File: src/rtl/reg_write_arbiter_if.sv
// Bundle for reg_write_arbiter: requester handshakes, reg_file write port, read bypass path.
// The slave modport is the arbiter's view; the master modport is the surrounding pipeline.
interface reg_write_arbiter_if #(
    parameter int unsigned NUM_REQ = 2,
    parameter int unsigned DATA_W  = 32,
    parameter int unsigned ADDR_W  = 4
);
    localparam int unsigned GID_W = (NUM_REQ > 1) ? $clog2(NUM_REQ) : 1;
    localparam int unsigned NREG  = 2 ** ADDR_W;

    logic                       hold;
    logic [NUM_REQ-1:0]         req_valid;
    logic [NUM_REQ-1:0]         req_ready;
    logic [NUM_REQ*ADDR_W-1:0]  req_addr;
    logic [NUM_REQ*DATA_W-1:0]  req_data;

    logic                       wr_en;
    logic [ADDR_W-1:0]          write_addr;
    logic [DATA_W-1:0]          write_data;
    logic [GID_W-1:0]           grant_id;
    logic [NREG-1:0]            busy_mask;

    logic [ADDR_W-1:0]          rd_addr1;
    logic [ADDR_W-1:0]          rd_addr2;
    logic [DATA_W-1:0]          rf_read_data1;
    logic [DATA_W-1:0]          rf_read_data2;
    logic [DATA_W-1:0]          rd_data1;
    logic [DATA_W-1:0]          rd_data2;

    modport master (
        output hold, req_valid, req_addr, req_data,
        output rd_addr1, rd_addr2, rf_read_data1, rf_read_data2,
        input  req_ready, wr_en, write_addr, write_data, grant_id, busy_mask,
        input  rd_data1, rd_data2
    );

    modport slave (
        input  hold, req_valid, req_addr, req_data,
        input  rd_addr1, rd_addr2, rf_read_data1, rf_read_data2,
        output req_ready, wr_en, write_addr, write_data, grant_id, busy_mask,
        output rd_data1, rd_data2
    );
endinterface

File: src/rtl/reg_write_arbiter.sv
// Round-robin arbiter sharing the reg_file write port, with a one-cycle registered output stage.
// Optional macro REG_WR_BYPASS_EN forwards the in-flight write onto both read ports.
module reg_write_arbiter #(
    parameter int unsigned NUM_REQ = 2,
    parameter int unsigned DATA_W  = 32,
    parameter int unsigned ADDR_W  = 4
) (
    input  logic                 clk,
    input  logic                 reset,
    reg_write_arbiter_if.slave   bus
);
    localparam int unsigned GID_W = (NUM_REQ > 1) ? $clog2(NUM_REQ) : 1;
    localparam int unsigned NREG  = 2 ** ADDR_W;

    logic [GID_W-1:0]   last_q, last_d;
    logic               wr_en_q, wr_en_d;
    logic [ADDR_W-1:0]  write_addr_q, write_addr_d;
    logic [DATA_W-1:0]  write_data_q, write_data_d;
    logic [GID_W-1:0]   grant_id_q, grant_id_d;

    logic               accept;
    logic [GID_W-1:0]   grant_idx;
    logic [NUM_REQ-1:0] ready;
    int unsigned        scan_idx;
    logic [ADDR_W-1:0]  sel_addr;
    logic [DATA_W-1:0]  sel_data;
    logic [NREG-1:0]    busy_mask;

    // Scan from the requester after the last winner; the sum never exceeds 2*NUM_REQ-1,
    // so one conditional subtraction performs the wrap.
    always_comb begin
        accept    = 1'b0;
        grant_idx = '0;
        scan_idx  = 0;
        if (!reset && !bus.hold) begin
            for (int unsigned k = 0; k < NUM_REQ; k++) begin
                scan_idx = 32'(last_q) + 1 + k;
                if (scan_idx >= NUM_REQ) begin
                    scan_idx = scan_idx - NUM_REQ;
                end
                if (!accept && bus.req_valid[GID_W'(scan_idx)]) begin
                    accept    = 1'b1;
                    grant_idx = GID_W'(scan_idx);
                end
            end
        end
        ready = accept ? (NUM_REQ'(1) << grant_idx) : '0;
    end

    assign sel_addr = bus.req_addr[grant_idx*ADDR_W +: ADDR_W];
    assign sel_data = bus.req_data[grant_idx*DATA_W +: DATA_W];

    always_comb begin
        wr_en_d      = accept;
        write_addr_d = write_addr_q;
        write_data_d = write_data_q;
        grant_id_d   = grant_id_q;
        last_d       = last_q;
        if (accept) begin
            write_addr_d = sel_addr;
            write_data_d = sel_data;
            grant_id_d   = grant_idx;
            last_d       = grant_idx;
        end
    end

    always_ff @(posedge clk or posedge reset) begin
        if (reset) begin
            last_q       <= GID_W'(NUM_REQ - 1);
            wr_en_q      <= 1'b0;
            write_addr_q <= '0;
            write_data_q <= '0;
            grant_id_q   <= '0;
        end else begin
            last_q       <= last_d;
            wr_en_q      <= wr_en_d;
            write_addr_q <= write_addr_d;
            write_data_q <= write_data_d;
            grant_id_q   <= grant_id_d;
        end
    end

    always_comb begin
        busy_mask = '0;
        if (wr_en_q) begin
            busy_mask[write_addr_q] = 1'b1;
        end
    end

    assign bus.req_ready  = ready;
    assign bus.wr_en      = wr_en_q;
    assign bus.write_addr = write_addr_q;
    assign bus.write_data = write_data_q;
    assign bus.grant_id   = grant_id_q;
    assign bus.busy_mask  = busy_mask;

`ifdef REG_WR_BYPASS_EN
    // reg_file commits one edge after wr_en, so its read data is stale for that address.
    assign bus.rd_data1 = (wr_en_q && (write_addr_q == bus.rd_addr1)) ? write_data_q
                                                                      : bus.rf_read_data1;
    assign bus.rd_data2 = (wr_en_q && (write_addr_q == bus.rd_addr2)) ? write_data_q
                                                                      : bus.rf_read_data2;
`else
    logic unused_rd_addr;
    assign unused_rd_addr = ^{bus.rd_addr1, bus.rd_addr2};
    assign bus.rd_data1   = bus.rf_read_data1;
    assign bus.rd_data2   = bus.rf_read_data2;
`endif

endmodule

File: src/flat_wrapper.sv
// flat-port wrapper written by rule: the top's interface ports become plain ports
module reg_write_arbiter_flat 
#(
    parameter int unsigned NUM_REQ = 2,
    parameter int unsigned DATA_W  = 32,
    parameter int unsigned ADDR_W  = 4
)
  (clk, reset, bus_hold, bus_req_valid, bus_req_addr, bus_req_data, bus_rd_addr1, bus_rd_addr2, bus_rf_read_data1, bus_rf_read_data2, bus_req_ready, bus_wr_en, bus_write_addr, bus_write_data, bus_grant_id, bus_busy_mask, bus_rd_data1, bus_rd_data2);
  reg_write_arbiter_if #(.NUM_REQ(NUM_REQ), .DATA_W(DATA_W), .ADDR_W(ADDR_W)) bus_i ();
  input  logic clk;
  input  logic reset;
  input wire logic [$bits(bus_i.hold)-1:0] bus_hold;
  input wire logic [$bits(bus_i.req_valid)-1:0] bus_req_valid;
  input wire logic [$bits(bus_i.req_addr)-1:0] bus_req_addr;
  input wire logic [$bits(bus_i.req_data)-1:0] bus_req_data;
  input wire logic [$bits(bus_i.rd_addr1)-1:0] bus_rd_addr1;
  input wire logic [$bits(bus_i.rd_addr2)-1:0] bus_rd_addr2;
  input wire logic [$bits(bus_i.rf_read_data1)-1:0] bus_rf_read_data1;
  input wire logic [$bits(bus_i.rf_read_data2)-1:0] bus_rf_read_data2;
  output wire logic [$bits(bus_i.req_ready)-1:0] bus_req_ready;
  output wire logic [$bits(bus_i.wr_en)-1:0] bus_wr_en;
  output wire logic [$bits(bus_i.write_addr)-1:0] bus_write_addr;
  output wire logic [$bits(bus_i.write_data)-1:0] bus_write_data;
  output wire logic [$bits(bus_i.grant_id)-1:0] bus_grant_id;
  output wire logic [$bits(bus_i.busy_mask)-1:0] bus_busy_mask;
  output wire logic [$bits(bus_i.rd_data1)-1:0] bus_rd_data1;
  output wire logic [$bits(bus_i.rd_data2)-1:0] bus_rd_data2;
  assign bus_i.hold = bus_hold;
  assign bus_i.req_valid = bus_req_valid;
  assign bus_i.req_addr = bus_req_addr;
  assign bus_i.req_data = bus_req_data;
  assign bus_i.rd_addr1 = bus_rd_addr1;
  assign bus_i.rd_addr2 = bus_rd_addr2;
  assign bus_i.rf_read_data1 = bus_rf_read_data1;
  assign bus_i.rf_read_data2 = bus_rf_read_data2;
  assign bus_req_ready = bus_i.req_ready;
  assign bus_wr_en = bus_i.wr_en;
  assign bus_write_addr = bus_i.write_addr;
  assign bus_write_data = bus_i.write_data;
  assign bus_grant_id = bus_i.grant_id;
  assign bus_busy_mask = bus_i.busy_mask;
  assign bus_rd_data1 = bus_i.rd_data1;
  assign bus_rd_data2 = bus_i.rd_data2;
  reg_write_arbiter #(.NUM_REQ(NUM_REQ), .DATA_W(DATA_W), .ADDR_W(ADDR_W)) u_core (.clk(clk), .reset(reset), .bus(bus_i));
endmodule
File: config.mk
export PLATFORM = sky130hd
export DESIGN_NAME = reg_write_arbiter_flat
export DESIGN_NICKNAME = d
export VERILOG_FILES = /design/src/rtl/reg_write_arbiter_if.sv /design/src/rtl/reg_write_arbiter.sv /design/src/flat_wrapper.sv
export SDC_FILE = /design/constraint.sdc
export NUM_CORES = 1
export LEC_CHECK = 0
export BUFFER_PORTS_ARGS = -buffer_cell sky130_fd_sc_hd__buf_2
export CELL_PAD_IN_SITES_DETAIL_PLACEMENT = 0
export CELL_PAD_IN_SITES_GLOBAL_PLACEMENT = 1
export CORE_MARGIN = 2
export CORE_UTILIZATION = 24
export DETAILED_ROUTE_END_ITERATION = 6
export PLACE_DENSITY = 0.84
export SLEW_MARGIN = 20
export SYNTH_ARGS = -nofsm -noshare
export SYNTH_HDL_FRONTEND = slang
export SYNTH_SLANG_ARGS = --single-unit
File: constraint.sdc
create_clock -name clk -period 2.95 [get_ports clk]
set_clock_uncertainty 0.15 [all_clocks]
set_input_delay 0.59 -clock clk [delete_from_list [all_inputs] [get_ports clk]]
set_output_delay 0.59 -clock clk [all_outputs]
set_load 0.03 [all_outputs]
### Word level (Yosys, flattened, before mapping)

Cells that the tools add are included.

| cells by class | value |
|---|---|
| add/sub/neg operators | 4 |
| magnitude comparators | 6 |
| shift operators | 3 |
| mux-type cells | 19 |
| reduce and logical (&&, ||, !) cells | 6 |

Operators by type and width:

| operator | count |
|---|---|
| $shiftx 64x7->32 | 1 |
| $ge 32x2->1 const B | 1 |
| $mux 1 | 16 |
| $mux 16 | 1 |
| $shiftx 8x4->4 | 1 |
| $lt 4x5->1 const B | 1 |
| $demux 1 s4 | 1 |
| $ge 4x1->1 const B | 1 |
| $lt 1x2->1 const B | 2 |
| $add 2x1->3 const B | 1 |
| $logic_and 1x1->1 | 3 |
| $logic_not 1->1 | 3 |
| $add 1x1->2 const B | 1 |
| $ge 2x2->1 const B | 1 |
| $mux 2 | 1 |
| $shl 1x1->2 const A | 1 |
| $sub 1x1->1 const B | 2 |

| word-level totals | value |
|---|---|
| register bits | 39 |
| input bits | 149 |
| output and inout port bits | 120 |
| logic and storage cells | 43 |

### Longest topological paths before layout

| depth | value |
|---|---|
| word-level depth | 14 |
| depth in mapped cells | 5 |
| mapped depth without buffers | 4 |

### Least setup slack after synthesis

No wires, ideal clock.

| timing | value |
|---|---|
| kind | flip-flop to output port |
| from | register u_core.write_addr_q[3], in the netlist u_core.bus.write_addr[3] |
| to | output port bus_busy_mask[0] |
| arrival | 1.714 ns |
| required time | 2.210 ns |
| setup slack | 0.496 ns |
| stages on the path, launching flop included | 3 |
| buffers on the path | 0 |
| path through | dfrtp_1 -> or3b_2 -> nor3_1 |

| between the ends | value |
|---|---|
| word-level cells in the longest chain between the ends | 5 |
| elaborated cells between the ends (all ways) | 6 |
| classes of those cells | order compare: 2; mux: 3; reduce/logical: 1 |

Ends and longest elaborated chain:

| what | RTL line | source |
|---|---|---|
| start, declared | reg_write_arbiter.sv:17 | `logic [ADDR_W-1:0] write_addr_q, write_addr_d;` |
| start signal, assigned | reg_write_arbiter.sv:77 | `write_addr_q <= write_addr_d;` |
| $lt 4x5->1 (implied by the code) / $ge 4x1->1 (equally long branches) | reg_write_arbiter.sv:86 | `busy_mask[write_addr_q] = 1'b1;` |
| $logic_and 1x1->1 (implied by the code) | reg_write_arbiter.sv:86 |  |
| $mux 1 (implied by the code) | reg_write_arbiter.sv:86 |  |
| $demux 1 s4 (*) | -- |  |
| $mux 16 (*) | reg_write_arbiter.sv:85 | `if (wr_en_q) begin` |
| end, declared | flat_wrapper.sv:25 | `output wire logic [$bits(bus_i.busy_mask)-1:0] bus_busy_mask;` |

Mark *: on every way between the ends. The rest lies on a longest branch, timed or not.

### Worst setup path after layout

| timing | value |
|---|---|
| from | register u_core.write_addr_q[2], in the netlist u_core.bus.write_addr[2] |
| to | output port bus_busy_mask[0] |

Same word-level chain as after synthesis.

==> out/metrics.cfg <==
[timing]
drv_slew=0
min_period_ns=2.36
tightest_slew_ns=0.868
maxSlewHeadroom=0.420
fin_crit_sh=0.801
finalSetupTns_ns=0
hold-worst-slack_ns=0.342
grt_setup_unrepaired=no
setup_ws_ns=0.587
fmax_mhz=423
finalSetupViolations=0
finalHoldViolCount=0

[critical_path]
required_ns=2.21
arrival_ns=1.62
r2r_slack_ns=1.23
endpoint_kind=output port
start_kind=register
path_max_fanout=6
critPathKind=reg -> out

[placement]
post-place-ws_ns=0.639
place.gp.congestion=0.627
dp.cells=415
hpwl_um=5000
io_buffers=132

[final_layout]
drive_gt1_frac=0.510
fin_nets=438
final_common_cell=buf_2
final_cell_mix=132 x buf_2, 38 x o21a_1, 38 x dfrtp_1, 36 x a221o_1, 14 x nor2_1
syn_to_final_growth_pct=15.8
antennaDiodeCount=0
final_cell_count_no_fill=423
fillCellCount=1044

[detailed_routing]
vias=1980
first_pass_iters=4
drt_iter0_drc=68
ant_nets=0
vias_per_cell=4.68
wire_per_inst_um=15.9
totalWireLength_um=6750
drc=0

[clock_tree]
cts.sinks=39
cts.repair.resized=0
postCtsHoldBufs=0
clk_latency_ns=0.28
cts_buffers=5
clk_transition_reported_paths_ns=0.08
cts_tree=done
htreeDepth=2
clockRootBuffer=clkbuf_8
clock_path_buffers=2
postCtsSetupRepairBufs=0

[flow_run]
max-cap-violations=0

[global_routing]
grt_pass1_vias=1870
antenna_found_initial=0
grt_max_degree=40
grt_overflow=0
grt_use_total=0.120
grt_pass1_wl_um=9650

[pwr]
cellLeakagePower_nw=1.39
ir_worst_vdd_mv=0.209
power.density_nw_per_um2=639

[synthesis]
synth_nets=374
netlist_instances=225
yosysUniqueCellTypes=21
synth_top_area_cell=dfrtp_1
synth.yosys.seq_area_share=0.412
ys_ff_latch=39
synth_area_um2=2370
synth.area.top_cells=dfrtp_1 40%, buf_4 20%, a221o_1 15%, o21a_1 12%, nor2_1 2.2%
avgSynthCellArea_um2=10.5
yosysWarnings=0
yosys.area.top_type_share=0.401

[outcome]
run_status=complete, no violations

[die]
coreArea_um2=9680
die_h_um=103
die_area_um2=10700
io_pins=269
start_util=0.245
rows=36
dieWidth_um=103

[worst_hold_path]
hp-class=reg -> reg

==> metal layers <==
metal	track usage	wire (µm)
met5	0	0
met4	0.0698	266
met3	0.0309	595
met2	0.196	3200
met1	0.143	2690
==> path summary, 6_finish.rpt <==
check / from / to / depth (start not counted)
min reg2reg: u_core.bus.grant_id / u_core.bus.grant_id / 1
min in group asynchronous: reset / u_core.bus.write_data[25] / 2
min: u_core.bus.grant_id / u_core.bus.grant_id / 1
max in group asynchronous: reset / u_core.bus.write_data[3] / 2
max reg2reg: u_core.last_q / u_core.bus.write_data[21] / 5
max: u_core.bus.write_addr[2] / bus_busy_mask[0] / 3
==> worst max-delay path, stage by stage, from the launching register on <==
cell and delay (ns):
dfrtp_1 0.45, or3b_2 0.52, nor3_1 0.15, buf_2 0.22
==> cell usage after synthesis <==
library cell   n
buf_6          1
o21a_1        38
nand3b_1       2
or3b_2         1
clkbuf_1       3
nand3_1        2
buf_2          8
inv_1          1
dfstp_2        1
nand2b_1       3
buf_8          3
nor3_1         4
nor2_1        14
inv_2          1
dfrtp_1       38
and3_1         1
nor2_2         1
nand2_1        2
a221o_1       36
or2_1          1
buf_4         64
==> report_power, final <==
group          leakage, nW  switching, W  internal (W)  total, W
registers            0.483     0.0000699      0.000641  0.000711
logic                0.857      0.000395      0.000247  0.000642
clock network       0.0515      0.000187      0.000214  0.000401
==> cell type report <==
class / count / area [µm²] / share of cell area
Sequential cell: 39 / 977 / 0.356
Multi-Input combinational cell: 105 / 802 / 0.292
Timing Repair Buffer: 136 / 691 / 0.252
Tap cell: 133 / 166 / 0.0606
Clock buffer: 8 / 100 / 0.0365
Inverter: 2 / 7.51 / 0.00274
==> flip-flops by register name, indices dropped and copies added, names as in the netlist <==
| register | cells |
|---|---|
| u_core.last_q | 1 |
| u_core.bus.grant_id | 1 |
| u_core.bus.wr_en | 1 |
| u_core.bus.write_data | 32 |
| u_core.bus.write_addr | 4 |
==> cells by family (layout without fill, tap and decap cells) <==
kind of cell	Yosys count	count (layout)	share of synthesized area
flops	39	39	0.412
simple gates	31	31	0.0639
compound gates	74	74	0.272
buf+inv	81	146	0.251
==> stage by stage <==
stage / total power, W / cell area (µm²) / util
global placement: 0.00136 / 2640 / 0.273
detailed placement: 0.00137 / 2640 / 0.273
CTS: 0.00179 / 2740 / 0.283
finish: 0.00175 / 2740 / 0.283
global route: 0.00187 / 2740 / 0.283
floorplan: 0.00132 / 2370 / -
Power figures use the tool's default switching activity.
